## src/rtl/cmmdc_pkg.sv

```systemverilog
// Shared definitions for the parametrised GCD engine: FSM states, algorithm
// select encoding and the width of the common power-of-two counter k.
package cmmdc_pkg;

  typedef enum logic {
    IDLE = 1'b0,
    RUN  = 1'b1
  } state_t;

  localparam logic MODE_SUB   = 1'b0;
  localparam logic MODE_STEIN = 1'b1;

  // k counts shared factors of two, so it never exceeds WIDTH
  function automatic int k_width(input int width);
    return $clog2(width) + 1;
  endfunction

endpackage

```

## src/rtl/cmmdc_step.sv

```systemverilog
// One reduction step of the GCD loop: subtractive Euclid or binary Stein,
// applied only while neither operand is zero and X != Y.
module cmmdc_step
  import cmmdc_pkg::*;
#(
  parameter int WIDTH = 8,
  parameter int KW    = 4
) (
  input  logic [WIDTH-1:0] x,
  input  logic [WIDTH-1:0] y,
  input  logic [KW-1:0]    k,
  input  logic             mode,
  output logic [WIDTH-1:0] x_next,
  output logic [WIDTH-1:0] y_next,
  output logic [KW-1:0]    k_next
);

  logic [WIDTH-1:0] diff_xy;
  logic [WIDTH-1:0] diff_yx;
  logic             x_gt_y;

  assign diff_xy = x - y;
  assign diff_yx = y - x;
  assign x_gt_y  = (x > y);

  always_comb begin
    x_next = x;
    y_next = y;
    k_next = k;
    if (mode == MODE_SUB) begin
      if (x_gt_y) x_next = diff_xy;
      else        y_next = diff_yx;
    end else begin
      // priority: both even, X even, Y even, both odd
      case ({x[0], y[0]})
        2'b00: begin
          x_next = x >> 1;
          y_next = y >> 1;
          k_next = k + 1'b1;
        end
        2'b01:   x_next = x >> 1;
        2'b10:   y_next = y >> 1;
        default: begin
          if (x_gt_y) x_next = diff_xy >> 1;
          else        y_next = diff_yx >> 1;
        end
      endcase
    end
  end

endmodule

```

## src/rtl/cmmdc_param.sv

```systemverilog
// Parametrised GCD engine with start/busy/ack handshake, zero-operand error
// flag and a saturating count of RUN cycles for the last operation.
module cmmdc_param
  import cmmdc_pkg::*;
#(
  parameter int WIDTH = 8,
  parameter int CNT_W = 16
) (
  input  logic             Clk,
  input  logic             Rst_n,
  input  logic             start,
  input  logic             mode,
  input  logic [WIDTH-1:0] A,
  input  logic [WIDTH-1:0] B,
  output logic [WIDTH-1:0] rez,
  output logic             ack,
  output logic             busy,
  output logic             err,
  output logic [CNT_W-1:0] cycles
);

  localparam int KW = k_width(WIDTH);

  state_t           state_reg, state_next;
  logic [WIDTH-1:0] x_reg, x_next;
  logic [WIDTH-1:0] y_reg, y_next;
  logic [KW-1:0]    k_reg, k_next;
  logic             mode_reg, mode_next;
  logic [WIDTH-1:0] rez_reg, rez_next;
  logic             ack_reg, ack_next;
  logic             busy_reg, busy_next;
  logic             err_reg, err_next;
  logic [CNT_W-1:0] cycles_reg, cycles_next;

  logic [WIDTH-1:0] step_x;
  logic [WIDTH-1:0] step_y;
  logic [KW-1:0]    step_k;
  logic [CNT_W-1:0] cycles_inc;

  cmmdc_step #(
    .WIDTH (WIDTH),
    .KW    (KW)
  ) u_step (
    .x      (x_reg),
    .y      (y_reg),
    .k      (k_reg),
    .mode   (mode_reg),
    .x_next (step_x),
    .y_next (step_y),
    .k_next (step_k)
  );

  assign cycles_inc = (&cycles_reg) ? cycles_reg : cycles_reg + 1'b1;

  always_ff @(posedge Clk or negedge Rst_n) begin
    if (!Rst_n) begin
      state_reg  <= IDLE;
      x_reg      <= '0;
      y_reg      <= '0;
      k_reg      <= '0;
      mode_reg   <= MODE_SUB;
      rez_reg    <= '0;
      ack_reg    <= 1'b0;
      busy_reg   <= 1'b0;
      err_reg    <= 1'b0;
      cycles_reg <= '0;
    end else begin
      state_reg  <= state_next;
      x_reg      <= x_next;
      y_reg      <= y_next;
      k_reg      <= k_next;
      mode_reg   <= mode_next;
      rez_reg    <= rez_next;
      ack_reg    <= ack_next;
      busy_reg   <= busy_next;
      err_reg    <= err_next;
      cycles_reg <= cycles_next;
    end
  end

  always_comb begin
    state_next  = state_reg;
    x_next      = x_reg;
    y_next      = y_reg;
    k_next      = k_reg;
    mode_next   = mode_reg;
    rez_next    = rez_reg;
    ack_next    = ack_reg;
    busy_next   = busy_reg;
    err_next    = err_reg;
    cycles_next = cycles_reg;
    case (state_reg)
      IDLE: begin
        if (start) begin
          x_next      = A;
          y_next      = B;
          k_next      = '0;
          mode_next   = mode;
          rez_next    = '0;
          ack_next    = 1'b0;
          err_next    = 1'b0;
          cycles_next = '0;
          busy_next   = 1'b1;
          state_next  = RUN;
        end
      end
      RUN: begin
        cycles_next = cycles_inc;
        if (x_reg == '0 || y_reg == '0) begin
          rez_next   = x_reg | y_reg;
          err_next   = (x_reg == '0) && (y_reg == '0);
          ack_next   = 1'b1;
          busy_next  = 1'b0;
          state_next = IDLE;
        end else if (x_reg == y_reg) begin
          // result never exceeds min(A,B), so restoring 2^k cannot overflow
          rez_next   = x_reg << k_reg;
          ack_next   = 1'b1;
          busy_next  = 1'b0;
          state_next = IDLE;
        end else begin
          x_next = step_x;
          y_next = step_y;
          k_next = step_k;
        end
      end
      default: state_next = IDLE;
    endcase
  end

  assign rez    = rez_reg;
  assign ack    = ack_reg;
  assign busy   = busy_reg;
  assign err    = err_reg;
  assign cycles = cycles_reg;

endmodule
```

## config.mk

```make
export PLATFORM = sky130hd
export DESIGN_NAME = cmmdc_param
export DESIGN_NICKNAME = d
export VERILOG_FILES = /design/src/rtl/cmmdc_pkg.sv /design/src/rtl/cmmdc_step.sv /design/src/rtl/cmmdc_param.sv
export SDC_FILE = /design/constraint.sdc
export NUM_CORES = 1
export LEC_CHECK = 0
export ABC_AREA = 0
export BUFFER_PORTS_ARGS = -buffer_cell sky130_fd_sc_hd__clkbuf_2
export CELL_PAD_IN_SITES_DETAIL_PLACEMENT = 1
export CELL_PAD_IN_SITES_GLOBAL_PLACEMENT = 2
export CORE_ASPECT_RATIO = 0.75
export CORE_MARGIN = 2
export CORE_UTILIZATION = 39
export CTS_CLUSTER_DIAMETER = 50
export DETAILED_ROUTE_END_ITERATION = 16
export PLACE_DENSITY = 0.82
export SETUP_SLACK_MARGIN = 0.15
export SLEW_MARGIN = 20
export SYNTH_ARGS = -nofsm -noshare
export SYNTH_HDL_FRONTEND = slang
export SYNTH_HIERARCHICAL = 1
export SYNTH_SLANG_ARGS = --single-unit
```

## constraint.sdc

```tcl
create_clock -name Clk -period 7.1 [get_ports Clk]
set_input_delay 0.355 -clock Clk [delete_from_list [all_inputs] [get_ports Clk]]
set_output_delay 0.355 -clock Clk [all_outputs]
set_load 0.01 [all_outputs]
```

Word-level counts from Yosys, hierarchy flattened
Cells that the tools add are included.
{"block": "word_totals", "out_inout_bits": 27, "in_bits": 20, "word_cells": 93, "regBits": 49}
{"block": "op_classes", "bitwise": 2, "shifts": 1, "muxes": 43, "order_cmp": 1, "add_sub_neg": 4, "eq_ne": 17, "reduce_logical": 15}
{"operator": "8-bit two-way mux", "n": 15}
{"operator": "8-bit one-hot mux with 2 select lines", "n": 5}
{"operator": "16-bit two-way mux", "n": 2}
{"operator": "16-bit one-hot mux with 2 select lines", "n": 1}
{"operator": "4-bit two-way mux", "n": 5}
{"operator": "16-bit by 1-bit adder with 16-bit output, second input constant", "n": 1}
{"operator": "8-bit zero test", "n": 2}
{"operator": "16-bit AND reduction", "n": 1}
{"operator": "8-bit subtractor", "n": 2}
{"operator": "6-bit AND reduction", "n": 2}
{"operator": "1-bit two-way mux", "n": 10}
{"operator": "3-bit inequality test, second input constant", "n": 3}
{"operator": "8-bit equality test", "n": 1}
{"operator": "8-bit > comparator", "n": 1}
{"operator": "2-bit inequality test, second input constant", "n": 4}
{"operator": "8-bit OR", "n": 1}
{"operator": "1-bit one-hot mux with 2 select lines", "n": 4}
{"operator": "4-bit one-hot mux with 2 select lines", "n": 1}
{"operator": "2-bit AND reduction", "n": 4}
{"operator": "8-bit by 4-bit left shift with 8-bit output", "n": 1}
{"operator": "2-bit by 1-bit inequality test with 1-bit output, second input constant", "n": 3}
{"operator": "3-bit by 1-bit inequality test with 1-bit output, second input constant", "n": 2}
{"operator": "5-bit AND reduction", "n": 1}
{"operator": "4-bit by 1-bit adder with 4-bit output, second input constant", "n": 1}
{"operator": "9 further kinds", "n": 10}

Logic depth before layout (Yosys ltp)
{"block": "logic_depth", "ltp_word": 7, "depth_mapped": 12, "mapped_depth_nobuf": 11}

Cells and area by module
Netlist, hierarchy kept.
{"module": "cmmdc_param", "instances": 1, "cells_each": 284, "area_each_um2": 2834.0, "seq_area_each_um2": 1226.2}
{"module": "cmmdc_step", "instances": 1, "cells_each": 235, "area_each_um2": 1554.0, "seq_area_each_um2": 0.0}

Worst setup path after synthesis
No wires, ideal clock.
{"block": "synth_path", "kind": "register to register", "from": "register x_reg[0]", "to": "register y_reg[2]", "synth_period_minus_slack_ps": 2713, "required_time_ps": 7017, "arrival_ps": 2630, "stages_incl_launch_ff": 12, "path_slack_ps": 4387, "setup_ps": 83, "path_cell_list": "dfrtp_1 inv_1 ha_1 fa_1 nand2b_1 a211oi_2 o31a_4 nor3_1 or4_1 o21ai_1 mux2i_1 o21ai_0"}
{"block": "synth_between", "elab_chain_cells": 7, "elab_cells_between_ends": 22}
{"item": "start: declaration", "line_no": "cmmdc_param.sv:25", "source": "logic [WIDTH-1:0] x_reg, x_next;"}
{"item": "start signal: assignment", "line_no": "cmmdc_param.sv:69", "source": "x_reg <= x_next;"}
{"item": "8-bit subtractor (tied with other cells)", "line_no": "cmmdc_step.sv:23", "source": "assign diff_yx = y - x;"}
{"item": "8-bit two-way mux / 2-bit OR reduction (equally long branches)"}
{"item": "8-bit one-hot mux with 2 select lines", "line_no": "cmmdc_step.sv:35", "source": "case ({x[0], y[0]})"}
{"item": "8-bit two-way mux (*)", "line_no": "cmmdc_step.sv:30", "source": "if (mode == MODE_SUB) begin"}
{"item": "named net step_y[2]", "line_no": "cmmdc_param.sv:36", "source": "logic [WIDTH-1:0] step_y;"}
{"item": "8-bit two-way mux (*)", "line_no": "cmmdc_param.sv:115", "source": "end else if (x_reg == y_reg) begin"}
{"item": "8-bit two-way mux (*)", "line_no": "cmmdc_param.sv:109", "source": "if (x_reg == '0 || y_reg == '0) begin"}
{"item": "8-bit one-hot mux with 2 select lines (*)", "line_no": "cmmdc_param.sv:92", "source": "case (state_reg)"}
{"item": "end signal: assignment", "line_no": "cmmdc_param.sv:70", "source": "y_reg <= y_next;"}
{"item": "end: declaration", "line_no": "cmmdc_param.sv:26", "source": "logic [WIDTH-1:0] y_reg, y_next;"}
The timed path passes the listed nets; every way through them passes the cells marked *. The select of a mux whose other input is x is not followed.
A chain may end at the register's enable or synchronous reset.

Worst setup path after layout
Same ends and word-level chain as after synthesis.

==> results_dict.tcl <==
set metrics [dict create \
    start_util_pct 40.1 \
    whs_ns 0.166 \
    finalHoldViolations 0 \
    layout.cells.non_filler 686 \
    ys_warn_count 6 \
    synth_seq_cells 49 \
    synth_cell_types 77 \
    grt_max_degree 50 \
    dieArea_sq_um 12100 \
    critPathSlowestCell "dfrtp_1" \
    post-route-period-util_pct 48.3 \
    cts_tree "yes" \
    gp_congestion 0.870 \
    startpoint_type "register" \
    die_h_um 95.9 \
    outcome "finished, final reports clean" \
    cts_root_buf "clkbuf_16" \
    cts_setup_buffers 0 \
    dieWidth_um 126 \
    hold_path_class "input port to asynchronous set/reset pin" \
    avgSynthCellArea_sq_um 8.45 \
    cts_hold_buffers 0 \
    io_pins 47 \
    ff_latch_area_sq_um 1230 \
    grt_pass1_vias 4062 \
    core_sq_um 10900 \
    worstPathArrival_ns 3.63 \
    cts_buffers 5 \
    antenna_left 0 \
    dp_cells 678 \
    first_iter_violations 315 \
    antenna_found_initial 0 \
    multi_input_area_sq_um 2840 \
    cp-end-kind "register" \
    route.met2.wl_um 5940 \
    drv_cap 0 \
    drive_gt1_share_pct 15.9 \
    async_reset_ff_share_pct 100 \
    syn_inst 519 \
    period_needed_ns 3.43 \
    setup_viol 0 \
    syn_nets 569 \
    cts_resized 0 \
    critical-path-max-stage-delay_ns 0.56 \
    vias_per_cell 5.94 \
    skew_ns 0.00692 \
    track_usage_pct 23.0 \
    syn_to_final_growth_pct 9.92 \
    nFillCells 1318 \
    hpwl_um 10200 \
    layout_common_cells "49 x dfrtp_1, 47 x nand2_1, 46 x clkbuf_2" \
    wl_met3_um 532 \
    htree_levels 2 \
    synth_ff_type "dfrtp_1" \
    cp.required_ns 7.30 \
    core.rowCount 33 \
    gr-total-overflow 0 \
    insertion_delay_ns 0.29 \
    synth-edff-count 0 \
    drc 0 \
    dr.pass1.iters 5 \
    layout_commonest_cell "dfrtp_1" \
    grt_pass1_wl_um 22200 \
    slew_headroom_pct 32.6 \
    cts_sinks 49 \
    max_freq_mhz 291 \
    tns_ns 0 \
    report.final.slew_viol_count 0 \
    routed_wl_um 13600 \
    vias 4076 \
    critPathMaxFanout 24 \
    nets 595 \
    routedWlPerCell_um 19.8 \
    critPathKind "register to register" \
    num_antenna_cells 0 \
    wl_met1_um 7050 \
    synth.yosys.seq_area_share_pct 27.9 \
    syn-cell-area_sq_um 4390 \
    io_buffers 46 \
    clk_pin_slew_worst_paths_ns 0.07 \
    path_cells "inv_1, ha_1, fa_1, nand2b_1, a211oi_2, o31a_4, nor3_1, or4_1, o21ai_1, mux2i_1, o21ai_0" \
    top_layer "met4" \
    tightest_slew_ns 1.01 \
    rsz0062_at_grt "no" \
    clockBufferDepth 2 \
    largest_reg_flops 16 \
]
-- through the flow --
| step | util (%) | area [sq um] | setup WS, ns |
|---|---|---|---|
| after global placement | 42.5 | 4650 | 3.89 |
| after CTS | 44.1 | 4820 | 3.71 |
| final | 44.1 | 4820 | 3.67 |
| after floorplan | - | 4390 | 4.39 |
| after detailed placement | 42.5 | 4650 | 3.71 |
| after global routing | 44.1 | 4820 | 3.42 |
-- routing by layer --
layer	track usage (%)	vias up
li1	-	1938
met1	35.0	2050
met2	35.9	83
met3	2.83	5
met4	2.84	0
met5	0	-
-- final timing paths --
path	from	end	slack (ns)	cells past startpoint
max	x_reg[0]	y_reg[2]	3.67	11
min	Rst_n	y_reg[0]	0.17	2
max reg2reg	x_reg[0]	y_reg[2]	3.67	11
min reg2reg	rez[7]	rez[7]	0.50	1
max in group asynchronous	Rst_n	cycles[13]	6.48	2
min in group Clk	mode	mode_reg	0.27	3
-- final cells by class --
| cell class | count | area share (%) |
|---|---|---|
| clock buffer | 7 | 2.96 |
| tap | 140 | 3.63 |
| multi-input combinational | 399 | 58.9 |
| sequential | 49 | 25.4 |
| inverter | 41 | 3.19 |
| timing repair buffer | 49 | 5.24 |
| clock inverter | 1 | 0.623 |
-- synth_stat cells, types with 4 or more instances --
cell type | instances | area [sq um]
a211oi_1 | 6 | 45.0
a21oi_1 | 25 | 125
a21oi_2 | 5 | 43.8
a221o_1 | 4 | 40.0
a22o_1 | 4 | 35.0
a22oi_1 | 5 | 37.5
a31oi_1 | 5 | 31.3
and3_1 | 4 | 25.0
buf_2 | 8 | 40.0
buf_6 | 4 | 45.0
clkbuf_1 | 13 | 48.8
dfrtp_1 | 49 | 1230
ha_1 | 28 | 350
inv_1 | 40 | 150
mux2i_1 | 22 | 220
nand2_1 | 47 | 176
nand2b_1 | 5 | 31.3
nand3_1 | 14 | 70.1
nand4_1 | 4 | 25.0
nor2_1 | 44 | 165
nor3_1 | 8 | 40.0
nor3b_1 | 4 | 30.0
nor4_1 | 5 | 31.3
o2111ai_1 | 5 | 43.8
o211ai_1 | 6 | 45.0
o21a_1 | 8 | 60.1
o21ai_0 | 42 | 210
o22ai_1 | 5 | 31.3
o31ai_1 | 5 | 37.5
o32a_1 | 4 | 40.0
xnor2_1 | 8 | 70.1
xor2_1 | 11 | 96.3
-- critical path, delay by kind of cell, from the launching register on --
kind                     cells  cell delay [ns]
AO/OA/AOI/OAI                4             1.01
adder cells (fa/ha/maj)      2             0.78
buffers and inverters        1             0.13
flip-flops                   1             0.56
multiplexers                 1             0.08
AND/OR/NAND/NOR              3             0.76
-- logic make-up (layout without fill, tap and decap cells) --
kind of cell | count (synthesis) | count (layout) | share of synthesized area, %
AO/OA/AOI/OAI | 162 | 162 | 26.6
XOR/XNOR | 19 | 19 | 3.79
adder cells (fa/ha/maj) | 30 | 30 | 8.90
buffers and inverters | 71 | 98 | 7.27
flip-flops | 49 | 49 | 27.9
multiplexers | 28 | 28 | 7.33
AND/OR/NAND/NOR | 160 | 160 | 18.1
Power is not shown: default switching activity piles up to over one toggle a cycle in this logic, so the estimate is an artifact.
